$ cat src/rtl/demux_sched.sv
// demux_sched: credit-based round-robin demultiplexer from one upstream stream onto
// four downstream channels. A channel is eligible when enabled and holding credit.
// The grant search starts just after the last-granted channel. Outputs are
// registered, giving one cycle of latency from acceptance to the strobe.
// Optional feature: define DEMUX_SCHED_CNT_EN to add a 16-bit wrapping transfer
// counter on output xfer_cnt.
module demux_sched #(
  parameter int unsigned DATA_W  = 8,
  parameter int unsigned CREDITS = 4
) (
  input  logic              clk,
  input  logic              rst,
  input  logic              in_valid,
  output logic              in_ready,
  input  logic [DATA_W-1:0] in_data,
  input  logic [3:0]        ch_en,
  input  logic [3:0]        credit_ret,
  output logic [3:0]        out_valid,
  output logic [1:0]        out_sel,
  output logic [DATA_W-1:0] out_data
`ifdef DEMUX_SCHED_CNT_EN
  ,
  output logic [15:0]       xfer_cnt
`endif
);

  localparam logic [3:0] CredMax = 4'(CREDITS);

  logic [3:0]        credit_q [4];
  logic [3:0]        credit_d [4];
  logic [1:0]        ptr_q, ptr_d;
  logic [3:0]        out_valid_q, out_valid_d;
  logic [1:0]        out_sel_q, out_sel_d;
  logic [DATA_W-1:0] out_data_q, out_data_d;

  logic [3:0] eligible;
  logic [1:0] grant;
  logic [1:0] idx;
  logic       found;
  logic       xfer;
  logic [3:0] send;

  // Eligibility: enabled and at least one credit left.
  always_comb begin
    eligible = '0;
    for (int i = 0; i < 4; i++) begin
      eligible[i] = ch_en[i] && (credit_q[i] != 4'd0);
    end
  end

  // Depends only on state and ch_en, never on in_valid.
  assign in_ready = |eligible;
  assign xfer     = in_valid && in_ready;

  // Round-robin search: ptr+1, ptr+2, ptr+3, then ptr itself.
  always_comb begin
    grant = ptr_q;
    found = 1'b0;
    idx   = '0;
    for (int k = 1; k <= 4; k++) begin
      idx = ptr_q + 2'(k);
      if (!found && eligible[idx]) begin
        grant = idx;
        found = 1'b1;
      end
    end
  end

  assign send = xfer ? (4'b0001 << grant) : 4'b0000;

  // Next-state for pointer, registered outputs and credit counters.
  always_comb begin
    ptr_d       = ptr_q;
    out_valid_d = send;
    out_sel_d   = out_sel_q;
    out_data_d  = out_data_q;
    if (xfer) begin
      ptr_d      = grant;
      out_sel_d  = grant;
      out_data_d = in_data;
    end
    for (int i = 0; i < 4; i++) begin
      credit_d[i] = credit_q[i];
      // A send and a return in the same cycle cancel out.
      if (send[i] && !credit_ret[i]) begin
        credit_d[i] = credit_q[i] - 4'd1;
      end else if (!send[i] && credit_ret[i] && (credit_q[i] != CredMax)) begin
        credit_d[i] = credit_q[i] + 4'd1;
      end
    end
  end

  // State registers; reset points ptr at 3 so channel 0 is granted first.
  always_ff @(posedge clk or posedge rst) begin
    if (rst) begin
      ptr_q       <= 2'd3;
      out_valid_q <= '0;
      out_sel_q   <= '0;
      out_data_q  <= '0;
      for (int i = 0; i < 4; i++) begin
        credit_q[i] <= CredMax;
      end
    end else begin
      ptr_q       <= ptr_d;
      out_valid_q <= out_valid_d;
      out_sel_q   <= out_sel_d;
      out_data_q  <= out_data_d;
      for (int i = 0; i < 4; i++) begin
        credit_q[i] <= credit_d[i];
      end
    end
  end

  assign out_valid = out_valid_q;
  assign out_sel   = out_sel_q;
  assign out_data  = out_data_q;

`ifdef DEMUX_SCHED_CNT_EN
  logic [15:0] cnt_q, cnt_d;

  // Transfer counter, wraps naturally at 16 bits.
  always_comb begin
    cnt_d = cnt_q;
    if (xfer) begin
      cnt_d = cnt_q + 16'd1;
    end
  end

  // Counter register.
  always_ff @(posedge clk or posedge rst) begin
    if (rst) begin
      cnt_q <= '0;
    end else begin
      cnt_q <= cnt_d;
    end
  end

  assign xfer_cnt = cnt_q;
`endif

endmodule

$ cat config.mk
export PLATFORM = sky130hd
export DESIGN_NAME = demux_sched
export DESIGN_NICKNAME = d
export VERILOG_FILES = /design/src/rtl/demux_sched.sv
export SDC_FILE = /design/constraint.sdc
export NUM_CORES = 1
export LEC_CHECK = 0
export ABC_AREA = 0
export CORE_ASPECT_RATIO = 0.6
export CORE_MARGIN = 2
export CORE_UTILIZATION = 53
export CTS_BUF_LIST = sky130_fd_sc_hd__clkbuf_16
export CTS_CLUSTER_DIAMETER = 200
export CTS_CLUSTER_SIZE = 20
export DETAILED_ROUTE_END_ITERATION = 16
export PLACE_DENSITY = 0.85
export SLEW_MARGIN = 30
export SYNTH_ARGS = -nofsm -noshare
export SYNTH_HDL_FRONTEND = slang
export SYNTH_SLANG_ARGS = --single-unit
$ cat constraint.sdc
create_clock -name clk -period 3.8 [get_ports clk]
set_clock_uncertainty 0.1 [all_clocks]
set_input_delay 0.76 -clock clk [delete_from_list [all_inputs] [get_ports clk]]
set_output_delay 0.76 -clock clk [all_outputs]
set_load 0.03 [all_outputs]
# Word-level counts from Yosys, hierarchy flattened
# Index checks and enable logic that the tools add are counted.
dict set report word_totals {
  wordCells 92
  ff_bits 32
  output_inout_bits 15
  in_bits 19
}
dict set report op_classes {
  add_sub_neg 11
  muxes 24
  eq_ne 4
  n_reduce_logical 40
  magnitude_cmp 4
  shift 1
}
# cell count
set ops {}
lappend ops {{two-way mux 4 bit} 9}
lappend ops {{logical AND 1 bit} 20}
lappend ops {{adder 4 x 1 -> 4 bit (second input constant)} 4}
lappend ops {{inequality test 4 x 3 -> 1 bit (second input constant)} 4}
lappend ops {{nonzero test 4 bit} 4}
lappend ops {{subtractor 4 x 1 -> 4 bit (second input constant)} 4}
lappend ops {{less-than comparator 2 x 3 -> 1 bit (second input constant)} 4}
lappend ops {{logical NOT 1 bit} 11}
lappend ops {{binary-select mux 1 bit (select 2 bit)} 4}
lappend ops {{two-way mux 2 bit} 4}
lappend ops {{nonzero test 2 bit} 4}
lappend ops {{two-way mux 1 bit} 7}
lappend ops {{adder 2 bit (second input constant)} 2}
lappend ops {{OR reduction 4 bit} 1}
lappend ops {{left shift 1 x 2 -> 4 bit (first input constant)} 1}
lappend ops {{adder 2 x 1 -> 2 bit (second input constant)} 1}

# Longest topological paths before layout
# Gate-level depths: netlist (run 1).
dict set report depth {
  depth_word 21
  depth_mapped 13
  mapped_depth_nobuf 13
}

# Least setup slack after synthesis (run 1)
# No wires, ideal clock.
dict set report synth_path {
  path_kind {input port to flip-flop}
  startpoint {input ch_en[0]}
  endpoint {register credit_q[7] (netlist bit)}
  setup_slack_ps 474
  t_arrival_ps 3101
  t_required_ps 3575
  path_buffers 0
  path_stages 13
  setup_time_ps 125
  cell_sequence {o41a_1 -> o41ai_4 -> a211o_4 -> nand2b_4 -> inv_4 -> nand2_4 -> inv_2 -> ha_1 -> a21o_1 -> a21o_1 -> or3b_2 -> mux2i_1 -> a211oi_1}
}
dict set report synth_via {
  elab_chain_len 19
  word_cells_on_any_way 32
  cone_classes {shift (1); mux (17); reduce/logical (14)}
}
# item line_no
set synth_lines {}
lappend synth_lines {{start, declared} 16} ;# input logic [3:0] ch_en,
lappend synth_lines {{logical AND 1 bit *} 47} ;# eligible[i] = ch_en[i] && (credit_q[i] != 4'd0);
lappend synth_lines {{binary-select mux 1 bit (select 2 bit)} 62} ;# if (!found && eligible[idx]) begin
lappend synth_lines {{two-way mux 1 bit (implied by the code)} 62}
lappend synth_lines {{two-way mux 1 bit} 62}
lappend synth_lines {{logical NOT 1 bit} 62}
lappend synth_lines {{logical AND 1 bit} 62}
lappend synth_lines {{two-way mux 1 bit} 62}
lappend synth_lines {{logical NOT 1 bit} 62}
lappend synth_lines {{[... 3 more ...]} --}
lappend synth_lines {{logical AND 1 bit} 62}
lappend synth_lines {{two-way mux 2 bit} 62}
lappend synth_lines {{left shift 1 x 2 -> 4 bit} 69} ;# assign send = xfer ? (4'b0001 << grant) : 4'b0000;
lappend synth_lines {{two-way mux 4 bit *} 69}
lappend synth_lines {{named net out_valid_d[2]} 32} ;# logic [3:0] out_valid_q, out_valid_d;
lappend synth_lines {{logical NOT 1 bit} 87} ;# end else if (!send[i] && credit_ret[i] && (credit_q[i] != CredMax)) begin
lappend synth_lines {{logical AND 1 bit (2 in series)} 87}
lappend synth_lines {{nonzero test 2 bit (no source line)} --}
lappend synth_lines {{end signal, assigned by index} 101} ;# credit_q[i] <= CredMax;
lappend synth_lines {{end signal, assigned by index} 109} ;# credit_q[i] <= credit_d[i];
lappend synth_lines {{end, declared} 29} ;# logic [3:0] credit_q [4];
# The timed path passes the listed nets; every way through them passes the cells marked *. The select of a mux whose other input is x is not followed.
# A chain may end at the register's enable or synchronous reset.

# Final worst setup path (run 1)
dict set report layout_path {
  startpoint {input ch_en[1]}
  endpoint {register credit_q[3] (netlist bit)}
}
dict set report layout_via {
  elab_chain_len 19
  word_cells_on_any_way 32
  cone_classes {shift (1); mux (17); reduce/logical (14)}
}
# item line_no
set layout_lines {}
lappend layout_lines {{logical AND 1 bit *} 47}
lappend layout_lines {{binary-select mux 1 bit (select 2 bit)} 62}
lappend layout_lines {{two-way mux 1 bit (implied by the code)} 62}
lappend layout_lines {{two-way mux 1 bit} 62}
lappend layout_lines {{logical NOT 1 bit} 62}
lappend layout_lines {{logical AND 1 bit} 62}
lappend layout_lines {{two-way mux 1 bit} 62}
lappend layout_lines {{logical NOT 1 bit} 62}
lappend layout_lines {{[... 2 more ...]} --}
lappend layout_lines {{logical NOT 1 bit} 62}
lappend layout_lines {{logical AND 1 bit} 62}
lappend layout_lines {{two-way mux 2 bit} 62}
lappend layout_lines {{left shift 1 x 2 -> 4 bit} 69}
lappend layout_lines {{two-way mux 4 bit *} 69}
lappend layout_lines {{logical NOT 1 bit} 87}
lappend layout_lines {{logical AND 1 bit (2 in series)} 87}
lappend layout_lines {{nonzero test 2 bit (no source line)} --}
# Every way passes the cells marked *; elsewhere a longest branch is shown, timed or not. The select of a mux whose other input is x is not followed.

==> results of run 1 <==
-- state kept, by name (all words and copies together) (netlist names) --
| signal | flops |
|---|---|
| ptr_q | 2 |
| out_data | 8 |
| out_valid | 4 |
| credit_q | 16 |
| out_sel | 2 |
-- worst max-delay path, stage by stage --
cell and delay (ns):
clkdlybuf4s50_1 0.57, o41a_1 0.30, o41ai_4 0.11, a211o_4 0.28, buf_4 0.16, or3_4 0.40
inv_1 0.09, ha_1 0.23, a21o_1 0.18, a21oi_1 0.17, mux2i_1 0.23, xor2_1 0.17
-- placed cells by master, fill, tap and decap left out, types with 4 or more instances in the layout --
| cell type | n |
|---|---|
| dfstp_2 | 6 |
| nor3_1 | 5 |
| o41a_1 | 4 |
| o22ai_1 | 4 |
| ha_1 | 7 |
| a21oi_1 | 6 |
| inv_1 | 17 |
| a21o_1 | 4 |
| nand2_1 | 32 |
| nor2_1 | 7 |
| clkdlybuf4s50_1 | 33 |
| clkbuf_16 | 5 |
| dfrtp_1 | 26 |
| mux2i_1 | 9 |
| buf_4 | 13 |
| xnor2_1 | 9 |
-- stage by stage --
stage	cells	hold slack, ns	area, sq um	power (mW)	worst slack [ns]
after floorplan	190	0.384	2000	1.41	0.474
after global placement	280	0.362	2480	1.70	0.0172
after detailed placement	280	0.366	2480	1.74	-0.0361
after CTS	288	0.383	2640	2.21	0.230
after global routing	288	0.414	2640	2.37	0.0341
final	288	0.380	2640	2.20	0.237
-- kinds of logic (layout without fill, tap and decap cells) --
logic type,Yosys count,after routing,share of synthesized area [%]
and+or+nand+nor,62,62,15.2
AOI/OAI and AO/OA,40,40,20.5
muxes,13,13,7.50
buffers and inverters,22,73,4.25
adders and majority gates,10,10,7.38
xor gates and xnor gates,11,11,4.82
DFF,32,32,40.4
-- power breakdown --
group	internal (mW)	leakage [nW]	switching, mW
Combinational	0.507	0.772	0.527
Sequential	0.511	0.378	0.199
Clock	0.307	0.0798	0.147
Total	1.33	1.23	0.873
-- worst max-delay path by stage --
stage | to | cells after the start | slack [ns] | from
after detailed placement | credit_q[3]$_DFFE_PP0P_ | 12 | -0.04 | ch_en[1]
after CTS | credit_q[3]$_DFFE_PP0P_ | 12 | 0.23 | ch_en[1]
after global placement | credit_q[3]$_DFFE_PP0P_ | 12 | 0.02 | ch_en[1]
after floorplan | credit_q[7]$_DFFE_PP0P_ | 13 | 0.47 | ch_en[0]
final | credit_q[3]$_DFFE_PP0P_ | 12 | 0.24 | ch_en[1]
after global routing | credit_q[3]$_DFFE_PP0P_ | 12 | 0.03 | ch_en[1]
-- layout make-up --
type	count	share of cell area (%)
tap	47	2.22
sequential	32	30.6
clock buffer	5	4.73
clock inverter	3	1.61
timing repair buffer	46	16.2
inverter	19	2.79
multi-input combinational	136	41.9
-- routing by layer --
layer | global-route usage, % | up-vias
met2 | 35.6 | 42
met4 | 4.10 | 0
met1 | 29.3 | 746
li1 | - | 774
met3 | 6.03 | 4
met5 | 0 | -
==> summary.txt, run 1 <==
Run status
  • Outcome: finished clean

Drt
  • # DRC: 0
  • Detailed Route WL: 4170 um
  • WL/cell: between 10 and 15 um
  • Vias per cell: 5.44
  • Top sig layer: met4
  • TritonRoute pass-1 iters: 4
  • WL met3: 226 um
  • DR WL met2: around 1900 um
  • Wl on met1: approximately 2100 um
  • DR iter-0 viols: 84
  • Vias: 1566
  • DRT antenna net count: 0

Synth
  • Part of the Yosys area used for sequential elements: 40.4%
  • Most frequent cell after synthesis: nand2_1
  • Number of synthesized flops with an enable pin: 0
  • Top post-synthesis cells by area: dfrtp_1 33%, dfstp_2 7.9%, nand2_1 6.0%
  • Synth warn: 0
  • Syn_nets: ~220
  • Mapped Area: 2000 sq um
  • Main synth FF type: dfrtp_1
  • Syn Inst Count: 190
  • Dominant cell type by area after synthesis: dfrtp_1
  • Synth cell types: 50
  • Async S/R FF share, synth: 100%
  • Yosys top cell area share: 32.5%
  • Synth top cells by count: 32 x nand2_1, 26 x dfrtp_1, 17 x inv_1, 9 x mux2i_1, 9 x xnor2_1
  • Synthesized area per cell: 10.5 sq um
  • Flops & latches, synth: 32

Cells and area
  • Reg area: 808 sq um
  • Fin nets: between 200 and 300
  • N_diodes: 0
  • Share of layout cells above drive strength 1: 19.5%
  • Filler cells: between 200 and 300
  • Area Overhead vs Synth: 32.1%
  • Fin util: 72.7%
  • Multi-input logic area: 1110 sq um

Global routing
  • Total global routing track utilization: a little over a fifth
  • Global route overflow: 0
  • Largest net degree at the start of global routing: 33
  • Vias in the first global route: 1587
  • Initial antenna violation count: 0
  • First-pass GRT wire length: around 7300 um

Placed design
  • Buffers on Ports: 33
  • Placer Congestion: 0.901
  • DP HPWL: 3080 um

Min path
  • HP Start: out_data[3]$_DFFE_PP0N_
  • Hold path cells: 2
  • HP Class: reg2reg
  • Worst Hold Endpoint: out_data[3]$_DFFE_PP0N_

Timing
  • Hold Vio Cnt, Final: 0
  • Slew Viols, Final: 0
  • # setup viols final: 0
  • Max Freq: approximately 0.28 GHz
  • Total Neg Setup Slack: 0 ns
  • RSZ-0062 raised after global routing: false
  • Slew HR: roughly 70%
  • Min Tclk post-route: 3.56 ns
  • Period utilization: a little over nine tenths
  • Measured slew at the worst slew-check pin: approximately 0.45 ns

Floorplanning
  • DIE AREA: 4300 sq um
  • Boundary pin count: 34
  • Initial Util: 55.0%
  • Total core area: approximately 3600 sq um
  • Die Wd: around 83 um
  • Num rows: 17
  • Die H: 51.6 um

Critical path
  • Worst R2R Path Depth: 11
  • CP required: 3.90 ns
  • Worst Path Arrival: 3.66 ns
  • R2r setup slk: 0.50 ns
  • Kind of end point of the critical path: register
  • Critical path type: in2reg
  • R2r startpoint: credit_q[15]$_DFFE_PP0P_
  • Worst-path fanout max: 6
  • RR Endpoint: credit_q[3]$_DFFE_PP0P_
  • Startpoint Class: input port

Clock tree
  • Number of gates resized after CTS: 0
  • Clk slew on worst S/H paths: 0.05 ns
  • Max clock buf depth: 2
  • TritonCTS buffer count: 5
  • CTS root buffer: clkbuf_16
  • Setup Buffers After CTS: 0
  • Clk Latency, worst-skew pair: 0.28 ns
  • Clock Sinks: 32
  • H-tree levels: 2
  • Hold Buf Count CTS: 0
  • CTS tree: built

Pwr
  • Leak Pwr: 1.23 nW
  • Pwr Density: 831 nW/um^2
  • Max IR drop VDD: around 0.51 mV

Run
  • Max cap viols: 0
Power figures use the tool's default switching activity.
==> inputs of run 2 (changes only) <==
--- a/config.mk
+++ b/config.mk
@@ -8,12 +8,13 @@
 export ABC_AREA = 0
 export CORE_ASPECT_RATIO = 0.6
 export CORE_MARGIN = 2
-export CORE_UTILIZATION = 53
+export CORE_UTILIZATION = 55
 export CTS_BUF_LIST = sky130_fd_sc_hd__clkbuf_16
 export CTS_CLUSTER_DIAMETER = 200
 export CTS_CLUSTER_SIZE = 20
 export DETAILED_ROUTE_END_ITERATION = 16
-export PLACE_DENSITY = 0.85
+export DONT_BUFFER_PORTS = 1
+export PLACE_DENSITY = 0.75
 export SLEW_MARGIN = 30
 export SYNTH_ARGS = -nofsm -noshare
 export SYNTH_HDL_FRONTEND = slang
==> summary.txt, run 2 (synthesis gave the netlist of run 1 again) <==
Global routing
  • Vias in the first global route: 1531
  • First-pass GRT wire length: 7180 um
  • Largest net degree at the start of global routing: 31
  • Global route overflow: 0
  • Initial antenna violation count: 0
  • Total global routing track utilization: 23.3%

Timing
  • Period utilization: between 90 and 100%
  • Measured slew at the worst slew-check pin: roughly 0.63 ns
  • Slew HR: 57.9%
  • Max Freq: about 0.28 GHz
  • Min Tclk post-route: roughly 3.6 ns
  • Slew Viols, Final: 0
  • # setup viols final: 0
  • Hold Vio Cnt, Final: 0
  • RSZ-0062 raised after global routing: false
  • Total Neg Setup Slack: 0 ns

Floorplanning
  • Initial Util: between 50% and 60%
  • Total core area: 3360 sq um
  • Num rows: 16
  • DIE AREA: 4150 sq um
  • Die H: just over 50 um
  • Die Wd: about 82 um
  • Boundary pin count: 34

Critical path
  • Startpoint Class: register
  • RR Endpoint: credit_q[7]$_DFFE_PP0P_
  • Worst R2R Path Depth: 13
  • Worst path slowest cell: o41ai_4
  • CP required: roughly 3.9 ns
  • Worst Path Arrival: 3.66 ns
  • Kind of end point of the critical path: register
  • Crit path to: credit_q[7]$_DFFE_PP0P_
  • Critical path type: reg2reg
  • Cell repeated most along the worst path: a21o_1
  • R2r setup slk: 0.20 ns
  • R2r startpoint: credit_q[3]$_DFFE_PP0P_
  • Largest stage delay, worst path: around 0.50 ns
  • Worst-path fanout max: 5
  • CP cell instances: o41ai_4 > o22ai_1 > a211oi_4 > nand2b_4 > inv_4 > nand2_4 > inv_2 > ha_1 > a21o_1 > a21o_1 > or3b_2 > mux2i_1 > a211oi_1
  • CP startpoint: credit_q[3]$_DFFE_PP0P_

Drt
  • TritonRoute pass-1 iters: 4
  • Top sig layer: met4
  • WL/cell: 17.4 um
  • DR iter-0 viols: 67
  • # DRC: 0
  • Vias per cell: approximately 5.9
  • Wl on met1: 1800 um
  • DR WL met2: 2070 um
  • Vias: 1438
  • WL met3: 230 um
  • DRT antenna net count: 0
  • Detailed Route WL: between 4000 and 5000 um

Clock tree
  • Max clock buf depth: 2
  • Clk Latency, worst-skew pair: 0.27 ns
  • Number of gates resized after CTS: 0
  • Clk slew on worst S/H paths: 0.05 ns
  • Hold Buf Count CTS: 0
  • TritonCTS buffer count: 5
  • H-tree levels: 2
  • CTS tree: built
  • Clock Sinks: 32
  • Setup Buffers After CTS: 0
  • CTS root buffer: clkbuf_16

Cells and area
  • Multi-input logic area: 1110 sq um
  • Largest Register: credit_q
  • Fin nets: roughly 230
  • Commonest cells after routing, fill and taps aside: 32 x nand2_1, 26 x dfrtp_1, 17 x inv_1, 9 x mux2i_1, 9 x xnor2_1
  • Share of layout cells above drive strength 1: 18.3%
  • N_diodes: 0
  • Filler cells: roughly 270
  • Reg area: 808 sq um
  • Area Overhead vs Synth: 11.2%
  • Max reg flops: 16
  • Fin util: between 60% and 70%
  • Commonest non-fill, non-tap cell in the layout: nand2_1

Placed design
  • DP HPWL: 3140 um
  • Buffers on Ports: 0
  • Placer Congestion: 0.868

Pwr
  • Pwr Density: 918 nW/um^2
  • Max IR drop VDD: 0.484 mV
  • Leak Pwr: 1.05 nW

Run
  • Max cap viols: 0

Min path
  • HP Class: in2async

Run status
  • Outcome: finished clean
run 2: cell count changes in the layout (fill, tap and decap cells not counted), sizes merged:
cell,before,now
buf,13,2
clkinvlp,1,0
clkdlybuf4s50,33,0
inv,19,20
run 2: cell type report:
class                   count  share of cell area, %
well taps                  45                   2.53
clock buffers               5                   5.62
clock inverters             3                   1.74
multi-input cells         136                   49.8
inverters                  19                   3.32
repair buffers              2                  0.675
flip-flops and latches     32                   36.3
run 2: metrics by stage:
stage               hold WS (ns)  setup WS [ns]  cell area [sq um]  power [mW]  std cells
finish                     0.349          0.195               2220        2.04        242
global route               0.399         0.0512               2220        2.18        242
CTS                        0.368          0.220               2220        2.05        242
detailed placement         0.419          0.205               2060        1.59        234
global placement           0.406          0.402               2060        1.52        234
floorplan                  0.384          0.474               2000        1.41        190
run 2: worst min-delay path by stage:
stage,start,cells after the start,end,slack [ns]
6_report,rst,1,credit_q[9]$_DFFE_PP0P_,0.35
5_1_grt,rst,1,out_valid[1]$_DFF_PP0_,0.40
4_1_cts,rst,1,credit_q[8]$_DFFE_PP0P_,0.37
3_5_place_dp,credit_q[15]$_DFFE_PP0P_,1,credit_q[15]$_DFFE_PP0P_,0.42
3_3_place_gp,credit_q[15]$_DFFE_PP0P_,1,credit_q[15]$_DFFE_PP0P_,0.41
2_1_floorplan,credit_q[15]$_DFFE_PP0P_,1,credit_q[15]$_DFFE_PP0P_,0.38
run 2: power breakdown:
part	internal, mW	switching (mW)	total, mW
registers	0.510	0.288	0.798
clock network	0.305	0.141	0.446
logic	0.371	0.426	0.797
total	1.19	0.856	2.04
run 2: critical path: cells and delay by family (launching register included):
family	cells	cell delay, ns
AO/OA/AOI/OAI	6	1.63
adder cells (fa/ha/maj)	1	0.24
buffers and inverters	2	0.22
flip-flops	1	0.44
multiplexers	1	0.21
AND/OR/NAND/NOR	3	0.65
run 2: metal layers:
layer / vias to the layer above / global-route usage (%)
met3: 12 / 7.01
li1: 690 / -
met5: - / 0
met2: 45 / 37.1
met1: 691 / 29.4
met4: 0 / 10.3
